$ cat config.mk
export PLATFORM = sky130hd
export DESIGN_NAME = spm_arbiter
export DESIGN_NICKNAME = d
export VERILOG_FILES = /design/src/rtl/spm_arbiter.sv
export SDC_FILE = /design/constraint.sdc
export NUM_CORES = 1
export LEC_CHECK = 0
export ABC_AREA = 1
export CORE_MARGIN = 2
export CORE_UTILIZATION = 30
export CTS_CLUSTER_DIAMETER = 80
export DETAILED_ROUTE_END_ITERATION = 8
export SLEW_MARGIN = 20
export SYNTH_ARGS = -nofsm -noshare
export SYNTH_HDL_FRONTEND = slang
export SYNTH_SLANG_ARGS = --single-unit
$ cat constraint.sdc
create_clock -name wb_clk_i -period 1.95 [get_ports wb_clk_i]
set_clock_uncertainty 0.1 [all_clocks]
set_input_delay 0.195 -clock wb_clk_i [delete_from_list [all_inputs] [get_ports wb_clk_i]]
set_output_delay 0.195 -clock wb_clk_i [all_outputs]
set_load 0.05 [all_outputs]
$ cat src/rtl/spm_arbiter.sv
`timescale 1ns/1ps
// spm_arbiter: shares one serial-parallel multiplier (SPM) core between two
// requesters. A job latches X/Y, clears the core for one cycle, streams Y
// LSB-first into the core for 65 cycles while collecting the serial product,
// then presents the 64-bit result until the consumer accepts it.
// Build option: define SPM_ARBITER_RR_EN for round-robin arbitration;
// left undefined, requester 0 has fixed priority.
module spm_arbiter #(
  parameter int WIDTH = 32
) (
  input  logic                 wb_clk_i,
  input  logic                 wb_rst_ni,
  input  logic [1:0]           req_valid_i,
  output logic [1:0]           req_ready_o,
  input  logic [2*WIDTH-1:0]   req_x_i,
  input  logic [2*WIDTH-1:0]   req_y_i,
  output logic                 resp_valid_o,
  input  logic                 resp_ready_i,
  output logic                 resp_id_o,
  output logic [2*WIDTH-1:0]   resp_p_o,
  output logic                 spm_rst_o,
  output logic [WIDTH-1:0]     spm_x_o,
  output logic                 spm_y_o,
  input  logic                 spm_p_i,
  output logic                 busy_o
);

  typedef enum logic [1:0] {S_IDLE, S_CLEAR, S_RUN, S_DONE} state_t;

  localparam int              CNT_W    = $clog2(2*WIDTH + 1);
  localparam int              IDX_W    = $clog2(WIDTH);
  localparam logic [CNT_W-1:0] LAST_CNT = CNT_W'(2*WIDTH);
  localparam logic [CNT_W-1:0] Y_CNT    = CNT_W'(WIDTH);

  state_t             r_state;
  state_t             w_next_state;
  logic [CNT_W-1:0]   r_cnt;
  logic [WIDTH-1:0]   r_x;
  logic [WIDTH-1:0]   r_y;
  logic [2*WIDTH-1:0] r_p;
  logic               r_id;

  logic               w_grant_idx;
  logic [1:0]         w_grant;
  logic               w_accept;
  logic [WIDTH-1:0]   w_sel_x;
  logic [WIDTH-1:0]   w_sel_y;

`ifdef SPM_ARBITER_RR_EN
  logic r_ptr;

  // Round-robin: the pointer names the preferred requester; it wins if valid.
  always_comb begin
    w_grant_idx = req_valid_i[r_ptr] ? r_ptr : ~r_ptr;
  end

  // After each accept, prefer the requester that was not just served.
  always_ff @(posedge wb_clk_i) begin
    if (!wb_rst_ni) begin
      r_ptr <= 1'b0;
    end else if (w_accept) begin
      r_ptr <= ~w_grant_idx;
    end
  end
`else
  // Fixed priority: requester 0 wins whenever it is valid.
  always_comb begin
    w_grant_idx = ~req_valid_i[0];
  end
`endif

  assign w_grant  = (|req_valid_i) ? (2'b01 << w_grant_idx) : 2'b00;
  assign w_accept = (r_state == S_IDLE) && (|req_valid_i);
  assign w_sel_x  = w_grant_idx ? req_x_i[2*WIDTH-1:WIDTH] : req_x_i[WIDTH-1:0];
  assign w_sel_y  = w_grant_idx ? req_y_i[2*WIDTH-1:WIDTH] : req_y_i[WIDTH-1:0];

  // State register; reset returns to IDLE and abandons any job in flight.
  always_ff @(posedge wb_clk_i) begin
    // NOTE: registers take non-blocking assignments so every flop samples
    // the pre-edge value of its inputs regardless of block ordering.
    if (!wb_rst_ni) begin
      r_state <= S_IDLE;
    end else begin
      r_state <= w_next_state;
    end
  end

  // Next-state logic for the IDLE -> CLEAR -> RUN -> DONE job sequence.
  always_comb begin
    // NOTE: the default assignment up front keeps every path assigned,
    // so no latch is inferred for the next state.
    w_next_state = r_state;
    case (r_state)
      S_IDLE:  if (w_accept)             w_next_state = S_CLEAR;
      S_CLEAR:                           w_next_state = S_RUN;
      S_RUN:   if (r_cnt == LAST_CNT)    w_next_state = S_DONE;
      S_DONE:  if (resp_ready_i)         w_next_state = S_IDLE;
      default:                           w_next_state = S_IDLE;
    endcase
  end

  // Per-state outputs; reset forces the core clear and blocks any grant.
  always_comb begin
    req_ready_o  = 2'b00;
    resp_valid_o = 1'b0;
    busy_o       = 1'b1;
    spm_rst_o    = 1'b0;
    spm_y_o      = 1'b0;
    case (r_state)
      S_IDLE: begin
        busy_o      = 1'b0;
        req_ready_o = w_grant;
      end
      S_CLEAR: spm_rst_o = 1'b1;
      S_RUN:   if (r_cnt < Y_CNT) spm_y_o = r_y[r_cnt[IDX_W-1:0]];
      S_DONE:  resp_valid_o = 1'b1;
      default: busy_o = 1'b1;
    endcase
    if (!wb_rst_ni) begin
      req_ready_o = 2'b00;
      spm_rst_o   = 1'b1;
    end
  end

  // Job datapath: latch operands on accept, count RUN cycles, and shift the
  // serial product in MSB-first so the first collected bit ends up at bit 0.
  // The core's output lags its input by one cycle, hence no capture at cnt 0.
  always_ff @(posedge wb_clk_i) begin
    if (!wb_rst_ni) begin
      r_cnt <= '0;
      r_x   <= '0;
      r_y   <= '0;
      r_p   <= '0;
      r_id  <= 1'b0;
    end else begin
      case (r_state)
        S_IDLE: begin
          if (w_accept) begin
            r_x  <= w_sel_x;
            r_y  <= w_sel_y;
            r_id <= w_grant_idx;
          end
        end
        S_CLEAR: r_cnt <= '0;
        S_RUN: begin
          if (r_cnt != '0) r_p <= {spm_p_i, r_p[2*WIDTH-1:1]};
          r_cnt <= r_cnt + CNT_W'(1);
        end
        default: ;
      endcase
    end
  end

  assign spm_x_o   = r_x;
  assign resp_p_o  = r_p;
  assign resp_id_o = r_id;

endmodule
==> impl_results.md <==
- Buffers added on ports: 236
- Vias per cell: 4.58
- Mapped Avg Cell Area: 7.32 um^2
- Drt pass-1 iters: 4
- Reg2reg path depth: 8
- Largest net degree at the start of global routing: 85
- Vias: 5941
- Max-cap viol count: 0
- Register area share after synthesis: 47.0%
- Die H: 144 um
- Worst Setup Path Type: register to output pin
- Synth Register Bits: 138
- Least-Margin Pin Slew: 548 ps
- Crit. End Element: output pin
- Worst VDD drop: 0.680 mV
- CTS tree: built
- Worst hold slack: 77.9 ps
- Slew Limit Fails: 0
- Setup crit end: spm_y_o
- CP Launch Point: r_cnt[0]
- Worst-path cell chain: inv_4, buf_8, buf_4, nand2_1, nand3_1, nand3_1, nand3_1, nor2_2, nor2_2, buf_12
- Crit path DAT: 1760 ps
- RR Endpoint: resp_p_o[33]
- Routed Antenna Nets: 0
- Worst reg2reg path startpoint: r_cnt[0]
- Crit-path slowest cell: dfxtp_4
- Inst Count DP: 1258
- Final Non-Filler Cells: 1296
- EDFF count, synth: 0
- Chip width: 144 um
- Violated checks: negative setup slack
- Finished layout cell area: 9380 um^2
- Initial Utilization: 30.4%
- GP Congestion: 0.910
- Fmax: 486 MHz
- Synth Instances: 802
- GRT met2 Usage: 26.3%
- Fraction of registers with async set or reset after synthesis: 0%
- Global Route Usage Sum: 16.5%
- Drt total wl: 17.5 mm
- Clock transition at path regs: 70 ps
- Clock sinks: 138
- Worst-skew pair later-pin latency: 410 ps
- H-tree depth: 4
- Top cell type by total area after synthesis: dfxtp_1
- Root buf cell: clkbuf_16
- Lkg Pwr: 3.84 nW
- Max incr delay on CP: 410 ps
- Max-slew headroom: 63.4%
- Critical path required time: 1650 ps
- Mapped Nets: 942
- Ports: 237
- CP startpoint kind: register
- Ratio of final minimum period to clock period: 105%
- Met1 usage: 20.6%
- Status: finished, violations left
- Vias in the first global route: 5473
- Min-Delay Path Class: input pin to register
- Area of the core: 19300 um^2
- Routed length per placed instance: 13.5 um
- Synthesized area: 5870 um^2
- DP Area: 8530 um^2
- Setup violators final: 1
- Post-synth top flop: dfxtp_1
- Ant. Diodes: 0
- Most frequent cell after synthesis: nand2_1
- Final net count: 1158
- GRT overflow: 0
- PwrDens: 1220 nW/um^2
- Synth top area share: 47.0%
- Reg2reg setup slack: 160 ps
- Top Usage Layer GRT: met2
- Top post-synthesis cells by count: nand2_1 (175), dfxtp_1 (138), inv_1 (93)
- Endpoints failing hold: 0
- Worst Path Max Fanout: 7
- Clk buf depth: 2
- DRC Markers: 0
- Num CTS Buffers: 17
- DRT iter0 DRCs: 250
- Area contributors post-synth: dfxtp_1 (47%), nand2_1 (11%), a31oi_1 (6.9%), o21ai_0 (6.8%), a21oi_1 (6.1%)
- RSZ-0062 raised after global routing: yes
- Antenna violations before repair: 0
- Syn. warnings: 0
- Layout area overhead: 59.8%
- Crit path top cell by count: nand3_1
- Layout cell share with drive strength beyond 1: 9.21%
- PnR worst setup slack: -106 ps
- Row count: 51
- Unique masters post-synth: 21
- Clock period minus worst slack: 2060 ps
- Die area: 20700 um^2
- Met3 Resource Use GR: 6.00%
- DP HPWL: 12.1 mm
- First-pass GRT wire length: 27.1 mm
- Final core occ: 48.5%
- Fin Setup TNS: -106 ps
-- power by group --
group | switching [W] | internal (W) | total (W)
Clock | 0.00137 | 0.00194 | 0.00331
Combinational | 0.00267 | 0.00172 | 0.00439
Sequential | 0.000352 | 0.00342 | 0.00378
-- metal layers --
layer  up-vias  part of all wire (%)
li1       3093                     -
met1      2638                    46
met2       193                    45
met3        17                   8.3
met4         0                  0.92
met5         -                     0
-- cells in the final DEF, fill, tap and decap left out, types with 2 or more instances in the layout --
master / synthesis / routed
a21oi_1: 71 / 71
a31oi_1: 65 / 65
buf_12: 0 / 13
buf_4: 0 / 13
bufinv_16: 0 / 2
clkbuf_16: 0 / 19
clkdlybuf4s50_1: 0 / 210
clkinvlp_4: 0 / 4
dfxtp_1: 138 / 134
dfxtp_2: 0 / 2
dfxtp_4: 0 / 2
dlymetal6s2s_1: 0 / 18
ha_1: 6 / 4
ha_4: 0 / 2
inv_1: 93 / 89
inv_2: 0 / 2
inv_4: 0 / 2
inv_6: 0 / 5
inv_8: 0 / 4
nand2_1: 175 / 170
nand2_2: 0 / 5
nand3_1: 22 / 18
nand3_2: 0 / 4
nor2_1: 20 / 15
nor2_2: 1 / 5
nor3_1: 7 / 5
o21ai_0: 80 / 77
o21ai_1: 56 / 59
or2_2: 2 / 2
-- logic make-up (layout without fill, tap and decap cells) --
family                   count (synthesis)  after routing  share of synthesized area [%]
flip-flops                             138            138                           47.0
AND/OR/NAND/NOR                        227            227                           15.3
buffers and inverters                  155            384                           11.3
AO/OA/AOI/OAI                          276            276                           25.1
adder cells (fa/ha/maj)                  6              6                           1.28
-- worst min path at each step --
stage	from	end	slack, ps	cells past startpoint
4_1_cts	wb_rst_ni	resp_p_o[29]	60	3
3_5_place_dp	resp_p_o[0]	resp_p_o[0]	340	2
6_report	wb_rst_ni	spm_x_o[10]	80	3
2_1_floorplan	req_y_i[30]	r_y[30]	250	2
3_3_place_gp	resp_p_o[0]	resp_p_o[0]	340	2
5_1_grt	wb_rst_ni	spm_x_o[2]	80	3
-- through the flow --
stage,power [W],setup slack (ps)
4_1_cts,0.0114,-78.2
3_5_place_dp,0.00798,179
3_3_place_gp,0.00797,225
2_1_floorplan,0.00636,-234
6_report,0.0115,-106
5_1_grt,0.0121,-196
-- area by class of cell --
cell class | instances | area, um^2
fillers | 1908 | 9950
flip-flops and latches | 138 | 2770
repair buffers | 259 | 2770
multi-input cells | 509 | 2550
clock buffers | 17 | 425
inverters | 93 | 354
well taps | 265 | 332
clock inverters | 15 | 179
-- worst max-delay path: cells and delay by family (launching register included) --
kind | cells | cell delay (ps)
and+or+nand+nor | 6 | 470
DFF | 1 | 410
buffers and inverters | 4 | 450
-- state kept, by name, indices dropped and copies added (netlist names) --
register,cells
r_cnt,7
r_state,2
r_y,32
resp_id_o,1
resp_p_o,64
spm_x_o,32
-- repair_timing --
action | 4_1_cts | 5_1_grt
buffers inserted | 1 | 2
endpoints found under the setup margin | 3 | 21
hold buffers | 0 | 0
gates cloned | 1 | 2
gates resized for setup | 23 | 37
pin swaps | 3 | 6
No activity file was read; power rests on OpenSTA's default activity.
==> RTL edit: new RTL, same settings <==
Build with the macro `SPM_ARBITER_RR_EN` defined.
--- a/src/rtl/spm_arbiter.sv
+++ b/src/rtl/spm_arbiter.sv
@@ -7,2 +7,4 @@
 // left undefined, requester 0 has fixed priority.
+`define SPM_ARBITER_RR_EN
+
 module spm_arbiter #(
Formal check against the unedited RTL: same outputs for any inputs over 10 cycles, from zero or initial values and one cycle with wb_rst_ni low; that may be too few to reach the edited logic, so the function may still have changed.
==> RTL edit against the original RTL <==
- the run still ends with setup timing left
- power is 3.8% higher
- setup slack better by 0.041 ns
- sequential cell count increased by 1
- wire length rose by 12%
- core utilization grew 3.4 points
- synthesized area is 1.4% lower
- final area up 4.2%
- count of clock-buffer cells in the layout is 1 higher
==> RTL edit: results (changes against the original RTL) <==
metric	value	unit	change
violations	setup timing		unchanged
grtUsageTotal	18.3	%	was 16.5%
max_stage_delay	0.33	ns	was 0.41 ns
wl_met2	9280	microns	was 7920 microns
cts_setup_buffers	13		was 1
setup_viol	2		was 1
rows	50		was 51
max_slew.worst_pin.slew	0.565	ns	was 0.548 ns
final-clk-cell-share	6.62	%	was 6.44%
fillerInstances	1772		was 1,908
multiInputGateArea	2440	sq um	was 2550 sq um
place_ws	0.0830	ns	was 0.179 ns
worst_slack	-0.0655	ns	was -0.106 ns
layout.nets	1186		was 1,158
yosys-top-cells-count	nand2_1 (174), dfxtp_1 (139), nand3_1 (115)		was nand2_1 (175), dfxtp_1 (138), inv_1 (93)
irDropWorstVdd	809	uV	was 680 uV
pg_comb	4.66	mW	was 4.39 mW
multi_input_area_share	24.9	%	was 27.2%
min_from	req_x_i[29]		was wb_rst_ni
wl_met3	1520	microns	was 1450 microns
worstHoldEndpoint	spm_x_o[29]		was spm_x_o[10]
synth_seq_area_share	48.1	%	was 47.0%
rr_endpoint	r_y[27]		was resp_p_o[33]
nonClockBufferCount	293		was 259
outcome	finished with violations		unchanged
ctsResizeCount	32		was 23
m1WireLength	8740	microns	was 8010 microns
grt_max_degree	111		was 85
dp_cells	1257		was 1,258
clkbuf_count	18		was 17
routed_wl	19700	microns	was 17,500 microns
fin_tns_setup	-0.125	ns	was -0.106 ns
hpwl	12900	microns	was 12,100 microns
rr_startpoint	r_state[1]		was r_cnt[0]
start_util	30.7	%	was 30.4%
endpoint	req_ready_o[0]		was spm_y_o
RTL edit: cell count changes after synthesis, moves of 2 or more:
| cell | before | now |
|---|---|---|
| buf_2 | 24 | 28 |
| o21ai_0 | 80 | 15 |
| nor2_1 | 20 | 16 |
| a21oi_1 | 71 | 73 |
| inv_2 | 0 | 4 |
| a31oi_1 | 65 | 2 |
| nand3_1 | 22 | 115 |
| o211ai_1 | 0 | 20 |
| clkbuf_1 | 30 | 13 |
| inv_1 | 93 | 99 |
RTL edit: worst min-delay path, stage by stage:
cell and delay, ns:
clkdlybuf4s50_1 0.39, nand2_1 0.06, nand3_1 0.05
RTL edit: cell families (layout without fill, tap and decap cells):
kind of cell / count (synthesis) / count (layout) / synth area share, %
buffers and inverters: 154 / 429 / 11.6
AO/OA/AOI/OAI: 169 / 169 / 15.6
AND/OR/NAND/NOR: 316 / 316 / 23.4
adder cells (fa/ha/maj): 6 / 6 / 1.30
flip-flops: 139 / 139 / 48.1
